File: config.mk
export PLATFORM = sky130hd
export DESIGN_NAME = lcd_ctrl
export DESIGN_NICKNAME = d
export VERILOG_FILES = /design/src/rtl/lcd_pkg.sv /design/src/rtl/lcd_timer.sv /design/src/rtl/lcd_ctrl.sv
export SDC_FILE = /design/constraint.sdc
export NUM_CORES = 1
export LEC_CHECK = 0
export ABC_AREA = 1
export BUFFER_PORTS_ARGS = -buffer_cell sky130_fd_sc_hd__clkbuf_2
export CORE_MARGIN = 8
export CORE_UTILIZATION = 54
export CTS_CLUSTER_DIAMETER = 60
export DETAILED_ROUTE_END_ITERATION = 16
export GPL_ROUTABILITY_DRIVEN = 1
export PLACE_DENSITY = 0.76
export SYNTH_ARGS = -nofsm -noshare
export SYNTH_HDL_FRONTEND = slang
export SYNTH_SLANG_ARGS = --single-unit
File: constraint.sdc
create_clock -name i_clk -period 3.95 [get_ports i_clk]
set_input_delay 1.185 -clock i_clk [delete_from_list [all_inputs] [get_ports i_clk]]
set_output_delay 1.185 -clock i_clk [all_outputs]
set_load 0.05 [all_outputs]
File: src/rtl/lcd_pkg.sv
// Shared types and constants for the HD44780 write-only LCD controller.
// LCD_INIT_EN adds the power-on init states to the state enum.
package lcd_pkg;

  localparam int CNT_W = 20;

  localparam logic [7:0] CMD_CLEAR = 8'h01;
  localparam logic [7:0] CMD_HOME  = 8'h02;

  // Power-on sequence: 8-bit/2-line, display on, clear, entry mode increment
  localparam logic [7:0] INIT_FUNC_SET = 8'h38;
  localparam logic [7:0] INIT_DISP_ON  = 8'h0C;
  localparam logic [7:0] INIT_CLEAR    = 8'h01;
  localparam logic [7:0] INIT_ENTRY    = 8'h06;

  typedef enum logic [2:0] {
    ST_IDLE,
    ST_SETUP,
    ST_PULSE,
    ST_HOLD,
    ST_WAIT
`ifdef LCD_INIT_EN
    ,
    ST_INIT_WAIT,
    ST_INIT_CMD
`endif
  } state_t;

  // Clear and home need the long execution wait
  function automatic logic is_long_cmd(input logic rs, input logic [7:0] d);
    return !rs && (d == CMD_CLEAR || d == CMD_HOME);
  endfunction

endpackage

File: src/rtl/lcd_timer.sv
// Down-counter shared by every timed state; done while the count sits at zero.
module lcd_timer
  import lcd_pkg::*;
(
  input  logic             i_clk,
  input  logic             i_reset,
  input  logic             load,
  input  logic [CNT_W-1:0] value,
  output logic             done
);

  logic [CNT_W-1:0] cnt;

  always_ff @(posedge i_clk or negedge i_reset) begin
    if (!i_reset)          cnt <= '0;
    else if (load)         cnt <= value;
    else if (cnt != '0)    cnt <= cnt - CNT_W'(1);
  end

  assign done = (cnt == '0);

endmodule

File: src/rtl/lcd_ctrl.sv
// HD44780 write-only bus controller: SETUP/PULSE/HOLD/WAIT per byte.
// Define LCD_INIT_EN to run the power-on wait and init command sequence.
module lcd_ctrl
  import lcd_pkg::*;
#(
  parameter int SETUP_CYC = 2,
  parameter int EN_CYC    = 25,
  parameter int HOLD_CYC  = 2,
  parameter int EXEC_CYC  = 2000,
  parameter int CLR_CYC   = 82000,
  parameter int POR_CYC   = 750000
) (
  input  logic       i_clk,
  input  logic       i_reset,
  input  logic       i_req_vld,
  input  logic       i_req_rs,
  input  logic [7:0] i_req_data,
  input  logic       i_lcd_on,
  output logic       o_req_rdy,
  output logic [7:0] o_lcd_data,
  output logic       o_lcd_rs,
  output logic       o_lcd_rw,
  output logic       o_lcd_en,
  output logic       o_lcd_on
);

`ifdef LCD_INIT_EN
  localparam state_t RST_ST = ST_INIT_WAIT;
  // The arming cycle spends one count, so load two short
  localparam int POR_LOAD = (POR_CYC > 1) ? POR_CYC - 2 : 0;
`else
  localparam state_t RST_ST = ST_IDLE;
`endif

  state_t           state, nxt;
  logic [7:0]       data_q;
  logic             rs_q, en_q, on_q, en_nxt;
  logic             tmr_load, tmr_done;
  logic [CNT_W-1:0] tmr_val;

`ifdef LCD_INIT_EN
  logic [2:0] idx;
  logic       por_armed;
  logic [7:0] rom_byte;

  always_comb begin
    rom_byte = INIT_FUNC_SET;
    case (idx[1:0])
      2'd0: rom_byte = INIT_FUNC_SET;
      2'd1: rom_byte = INIT_DISP_ON;
      2'd2: rom_byte = INIT_CLEAR;
      2'd3: rom_byte = INIT_ENTRY;
      default: rom_byte = INIT_FUNC_SET;
    endcase
  end
`endif

  lcd_timer u_timer (
    .i_clk   (i_clk),
    .i_reset (i_reset),
    .load    (tmr_load),
    .value   (tmr_val),
    .done    (tmr_done)
  );

  always_ff @(posedge i_clk or negedge i_reset) begin
    if (!i_reset) state <= RST_ST;
    else          state <= nxt;
  end

  always_comb begin
    nxt = state;
    case (state)
      ST_IDLE:  if (i_req_vld) nxt = ST_SETUP;
      ST_SETUP: if (tmr_done)  nxt = ST_PULSE;
      ST_PULSE: if (tmr_done)  nxt = ST_HOLD;
      ST_HOLD:  if (tmr_done)  nxt = ST_WAIT;
`ifdef LCD_INIT_EN
      ST_WAIT:      if (tmr_done) nxt = (idx < 3'd4) ? ST_INIT_CMD : ST_IDLE;
      ST_INIT_WAIT: if (por_armed && tmr_done) nxt = ST_INIT_CMD;
      ST_INIT_CMD:  nxt = ST_SETUP;
`else
      ST_WAIT:  if (tmr_done)  nxt = ST_IDLE;
`endif
      default:  nxt = ST_IDLE;
    endcase
  end

  // Counter reload on every state change, sized for the state being entered
  always_comb begin
    tmr_load = (nxt != state);
    tmr_val  = '0;
    case (nxt)
      ST_SETUP: tmr_val = CNT_W'(SETUP_CYC - 1);
      ST_PULSE: tmr_val = CNT_W'(EN_CYC - 1);
      ST_HOLD:  tmr_val = CNT_W'(HOLD_CYC - 1);
      ST_WAIT:  tmr_val = is_long_cmd(rs_q, data_q) ? CNT_W'(CLR_CYC - 1)
                                                    : CNT_W'(EXEC_CYC - 1);
      default:  tmr_val = '0;
    endcase
`ifdef LCD_INIT_EN
    if (state == ST_INIT_WAIT && !por_armed) begin
      tmr_load = 1'b1;
      tmr_val  = CNT_W'(POR_LOAD);
    end
`endif
  end

  always_comb begin
    o_req_rdy = (state == ST_IDLE);
    en_nxt    = (nxt == ST_PULSE);
  end

  always_ff @(posedge i_clk or negedge i_reset) begin
    if (!i_reset) begin
      data_q <= 8'h00;
      rs_q   <= 1'b0;
      en_q   <= 1'b0;
`ifdef LCD_INIT_EN
      idx       <= 3'd0;
      por_armed <= 1'b0;
`endif
    end else begin
      en_q <= en_nxt;
      if (state == ST_IDLE && i_req_vld) begin
        data_q <= i_req_data;
        rs_q   <= i_req_rs;
      end
`ifdef LCD_INIT_EN
      if (state == ST_INIT_WAIT) por_armed <= 1'b1;
      if (state == ST_INIT_CMD) begin
        data_q <= rom_byte;
        rs_q   <= 1'b0;
        idx    <= idx + 3'd1;
      end
`endif
    end
  end

  always_ff @(posedge i_clk or negedge i_reset) begin
    if (!i_reset) on_q <= 1'b0;
    else          on_q <= i_lcd_on;
  end

  assign o_lcd_data = data_q;
  assign o_lcd_rs   = rs_q;
  assign o_lcd_rw   = 1'b0;
  assign o_lcd_en   = en_q;
  assign o_lcd_on   = on_q;

endmodule

==> impl_results.html <==
<table>
<tr><th>Metric</th><th>Value</th></tr>
<tr><th colspan="2">Timing</th></tr>
<tr><td>Max Clock Skew</td><td>8.70 ps</td></tr>
<tr><td>Final-report setup violation count</td><td>0</td></tr>
<tr><td>Final critical path time including I/O delays and setup</td><td>2600 ps</td></tr>
<tr><td>Slew Limit Fails</td><td>0</td></tr>
<tr><td>Setup_tns</td><td>0 ps</td></tr>
<tr><td>Achievable frequency</td><td>0.385 GHz</td></tr>
<tr><td>Max transition margin</td><td>46.1%</td></tr>
<tr><td>Measured slew at the worst slew-check pin</td><td>809 ps</td></tr>
<tr><td>Hold violation count in the final report</td><td>0</td></tr>
<tr><td>Share of the clock period used by the worst path</td><td>65.7%</td></tr>
<tr><td>Worst Setup Slack, final</td><td>1350 ps</td></tr>
<tr><td>Unrepaired setup endpoints after global routing</td><td>false</td></tr>
<tr><th colspan="2">Outcome</th></tr>
<tr><td>Outcome</td><td>complete, no violations</td></tr>
<tr><th colspan="2">Critical path</th></tr>
<tr><td>Worst reg-to-reg setup slack</td><td>1690 ps</td></tr>
<tr><td>Type of the worst setup path</td><td>flip-flop to output port</td></tr>
<tr><td>End of the critical path</td><td>o_req_rdy</td></tr>
<tr><td>Highest fanout seen on the critical path</td><td>7</td></tr>
<tr><td>Worst setup startpoint</td><td>state[0]</td></tr>
<tr><td>Critical path startpoint category</td><td>flip-flop</td></tr>
<tr><td>Data required time of the critical path</td><td>2760 ps</td></tr>
<tr><td>Worst r2r path cells</td><td>14</td></tr>
<tr><td>Crit path arrival time</td><td>1410 ps</td></tr>
<tr><td>Worst Setup End Kind</td><td>output port</td></tr>
<tr><td>Critical register-to-register path endpoint</td><td>u_timer.cnt[6]</td></tr>
<tr><td>R2R Path Start</td><td>u_timer.cnt[0]</td></tr>
<tr><th colspan="2">Detailed routing</th></tr>
<tr><td>Detailed-route vias per instance</td><td>5.04</td></tr>
<tr><td>Post-detailed-route DRC marker count</td><td>0</td></tr>
<tr><td>Detailed-route wire length per cell</td><td>12.7 um</td></tr>
<tr><td>Detailed Route Iter0 Violations</td><td>74</td></tr>
<tr><td>Detailed Routing Iterations Pass 1</td><td>4</td></tr>
<tr><td>Total Wirelength</td><td>4350 um</td></tr>
<tr><td>Via count</td><td>1722</td></tr>
<tr><td>Number of routed nets with antenna violations</td><td>0</td></tr>
<tr><th colspan="2">Synth</th></tr>
<tr><td>Sequential element share of the synthesized area</td><td>40.5%</td></tr>
<tr><td>Post-Syn Nets</td><td>282</td></tr>
<tr><td>Number of enable flip-flop cells after synthesis</td><td>0</td></tr>
<tr><td>Instance count of the mapped netlist</td><td>267</td></tr>
<tr><td>Most instantiated flip-flop cell in the synthesis netlist</td><td>sky130_fd_sc_hd__dfrtp_1</td></tr>
<tr><td>Post-synthesis cell type with the largest combined area</td><td>sky130_fd_sc_hd__dfrtp_1</td></tr>
<tr><td>Proportion of netlist area held by the largest area contributor</td><td>40.5%</td></tr>
<tr><td>Count of unique library cells instantiated by Yosys</td><td>36</td></tr>
<tr><td>Synthesized cell area</td><td>2100 um2</td></tr>
<tr><td>Number of flip-flops and latches in the synthesized netlist</td><td>34</td></tr>
<tr><td>Post-synthesis async set-or-reset flop share</td><td>100%</td></tr>
<tr><td>Number of warnings printed during yosys synthesis</td><td>0</td></tr>
<tr><td>Cells taking the most area after synthesis</td><td>sky130_fd_sc_hd__dfrtp_1, sky130_fd_sc_hd__nand2_1, sky130_fd_sc_hd__inv_1</td></tr>
<tr><td>Mean cell area of the mapped netlist</td><td>7.86 um2</td></tr>
<tr><th colspan="2">Clocking</th></tr>
<tr><td>Root Driver</td><td>sky130_fd_sc_hd__clkbuf_8</td></tr>
<tr><td>Cells resized by post-CTS repair</td><td>0</td></tr>
<tr><td>Clock tree from TritonCTS</td><td>done</td></tr>
<tr><td>Cts bufs inserted</td><td>5</td></tr>
<tr><td>Cts-stage hold buffer count</td><td>0</td></tr>
<tr><td>Max clock buf depth</td><td>2</td></tr>
<tr><td>Number of sinks driven by the clock tree</td><td>34</td></tr>
<tr><td>Clock network latency to the later pin of the worst-skew pair</td><td>290 ps</td></tr>
<tr><td>Setup Fix Bufs, Post-CTS</td><td>0</td></tr>
<tr><td>Clock slew seen by the registers of the worst setup and hold paths</td><td>60 ps</td></tr>
<tr><td>Deepest level of the CTS H-tree</td><td>2</td></tr>
<tr><th colspan="2">Placed design</th></tr>
<tr><td>Number of placed cells counting well taps</td><td>334</td></tr>
<tr><td>Worst setup slack before clock tree synthesis</td><td>1370 ps</td></tr>
<tr><td>Total half-perimeter wirelength after legalization and detailed placement</td><td>3400 um</td></tr>
<tr><td># port buffers</td><td>24</td></tr>
<tr><td>Post-detailed-placement cell area</td><td>2220 um2</td></tr>
<tr><td>Routability-driven placement congestion ratio</td><td>0.855</td></tr>
<tr><th colspan="2">Job</th></tr>
<tr><td>Number of max-cap violations</td><td>0</td></tr>
<tr><th colspan="2">Layout</th></tr>
<tr><td>Leading cell types in the layout, fill and taps excluded</td><td>sky130_fd_sc_hd__nand2_1, sky130_fd_sc_hd__dfrtp_1, sky130_fd_sc_hd__inv_1, sky130_fd_sc_hd__nor2_1, sky130_fd_sc_hd__clkbuf_2</td></tr>
<tr><td>Post-route cell area</td><td>2330 um2</td></tr>
<tr><td>Share of cells above drive strength 1</td><td>23.5%</td></tr>
<tr><td>Finished Layout Cells</td><td>342</td></tr>
<tr><td># fillers</td><td>360</td></tr>
<tr><td>Antenna diode count</td><td>0</td></tr>
<tr><td>Area Growth Syn to Fin</td><td>11.0%</td></tr>
<tr><td>Most frequent standard cell in the layout excluding fill and tap cells</td><td>sky130_fd_sc_hd__nand2_1</td></tr>
<tr><td>Net count reported at finish</td><td>308</td></tr>
<tr><th colspan="2">Global route</th></tr>
<tr><td>Global-route wire length before repair</td><td>7690 um</td></tr>
<tr><td>Number of antenna violations at the first check in global routing</td><td>0</td></tr>
<tr><td>Leftover overflow at the end of global routing</td><td>0</td></tr>
<tr><td>Via count of the first global-routing pass</td><td>1735</td></tr>
<tr><td>Tot GR Track Use</td><td>15.6%</td></tr>
<tr><td>Pin count of the biggest net entering global routing</td><td>35</td></tr>
<tr><th colspan="2">Pwr</th></tr>
<tr><td>Part of the total power dissipated in the clock network</td><td>14.2%</td></tr>
<tr><td>Power dissipated by switching net loads</td><td>1.09 mW</td></tr>
<tr><td>Power share of the combinational group</td><td>55.7%</td></tr>
<tr><td>Leakage dissipation</td><td>1.28 nW</td></tr>
<tr><td>Sw Share</td><td>50.4%</td></tr>
<tr><td>Fraction of power consumed by sequential logic</td><td>30.1%</td></tr>
<tr><td>Internal power consumption</td><td>1.08 mW</td></tr>
<tr><td>Post-layout total power</td><td>2.17 mW</td></tr>
<tr><td>Power Density</td><td>930 nW/um2</td></tr>
<tr><td>Maximum VDD drop</td><td>574 uV</td></tr>
<tr><th colspan="2">Floorplan</th></tr>
<tr><td>Die height</td><td>78.4 um</td></tr>
<tr><td>Total I/O pin count</td><td>26</td></tr>
<tr><td>Core Region</td><td>3690 um2</td></tr>
<tr><td>Core Rows</td><td>22</td></tr>
<tr><td>Initial core utilization</td><td>56.9%</td></tr>
<tr><td>Width of the die</td><td>78.4 um</td></tr>
<tr><td>Die area</td><td>6140 um2</td></tr>
<tr><th colspan="2">Worst hold path</th></tr>
<tr><td>Worst Hold Class</td><td>flip-flop to flip-flop</td></tr>
</table>
routing by layer:
layer  vias up  wire length, um  part of all wire, %  global-route usage (%)
met5         -                0                    0                       0
met1       797             2010                   46                    19.7
met4         0               88                  2.0                    7.78
met3         7              182                  4.2                    3.53
met2        40             2070                   47                    24.4
li1        878                -                    -                       -
power groups by stage:
stage | Clock, mW | Sequential [mW] | Combinational, mW
3_5_place_dp | 0 | 0.656 | 1.21
5_1_grt | 0.327 | 0.673 | 1.35
3_3_place_gp | 0 | 0.655 | 1.19
4_1_cts | 0.313 | 0.651 | 1.22
2_1_floorplan | 0 | 0.799 | 0.838
6_report | 0.308 | 0.652 | 1.21
critical path: stages (launching register included):
cell                       delay, ps
sky130_fd_sc_hd__dfrtp_1         450
sky130_fd_sc_hd__nor2_1          220
sky130_fd_sc_hd__nand2_1          90
sky130_fd_sc_hd__inv_2            80
sky130_fd_sc_hd__clkbuf_2        280
Yosys cell counts, drive strengths merged (2+ instances only):
library cell	instances
buf	5
xor2	9
ha	2
nand4	4
inv	33
nand2	83
nand3	21
dfrtp	34
o21ai	5
nor3	7
a21oi	6
nor2	41
xnor2	5
or2	4
area by class of cell:
class                   count  area [um2]  area share (%)
inverters                  34         128            5.48
flip-flops and latches     34         851            36.5
multi-input cells         194        1070            45.7
well taps                  48        60.1            2.58
clock inverters             1        30.0            1.29
repair buffers             24         120            5.15
clock buffers               7        76.3            3.27
flip-flops by register name, summed over array words and instances (netlist names):
name / cells
u_timer.cnt: 20
o_lcd_data: 8
state: 3
o_lcd_en: 1
o_lcd_on: 1
o_lcd_rs: 1
per-stage QoR:
stage | util [%] | hold slack [ps]
detailed placement | 60.3 | 476
CTS | 63.2 | 493
global route | 63.2 | 523
floorplan | - | 449
finish | 63.2 | 493
global placement | 60.3 | 462
logic make-up after synthesis:
family / share of synthesized area, %
buffers and inverters: 8.70
AND/OR/NAND/NOR: 38.1
flip-flops: 40.5
AO/OA/AOI/OAI: 5.48
other: 0.179
XOR/XNOR: 5.84
adder cells (fa/ha/maj): 1.19
worst min path at each step:
stage	cells after the start	slack [ps]	endpoint	from
after floorplan	2	450	u_timer.cnt[0]	u_timer.cnt[0]
after global placement	2	460	u_timer.cnt[0]	u_timer.cnt[0]
after detailed placement	2	480	u_timer.cnt[0]	u_timer.cnt[0]
after CTS	2	490	u_timer.cnt[0]	u_timer.cnt[0]
after global routing	2	520	u_timer.cnt[0]	u_timer.cnt[0]
final	2	490	u_timer.cnt[0]	u_timer.cnt[0]
No activity file was read; power rests on OpenSTA's default activity.
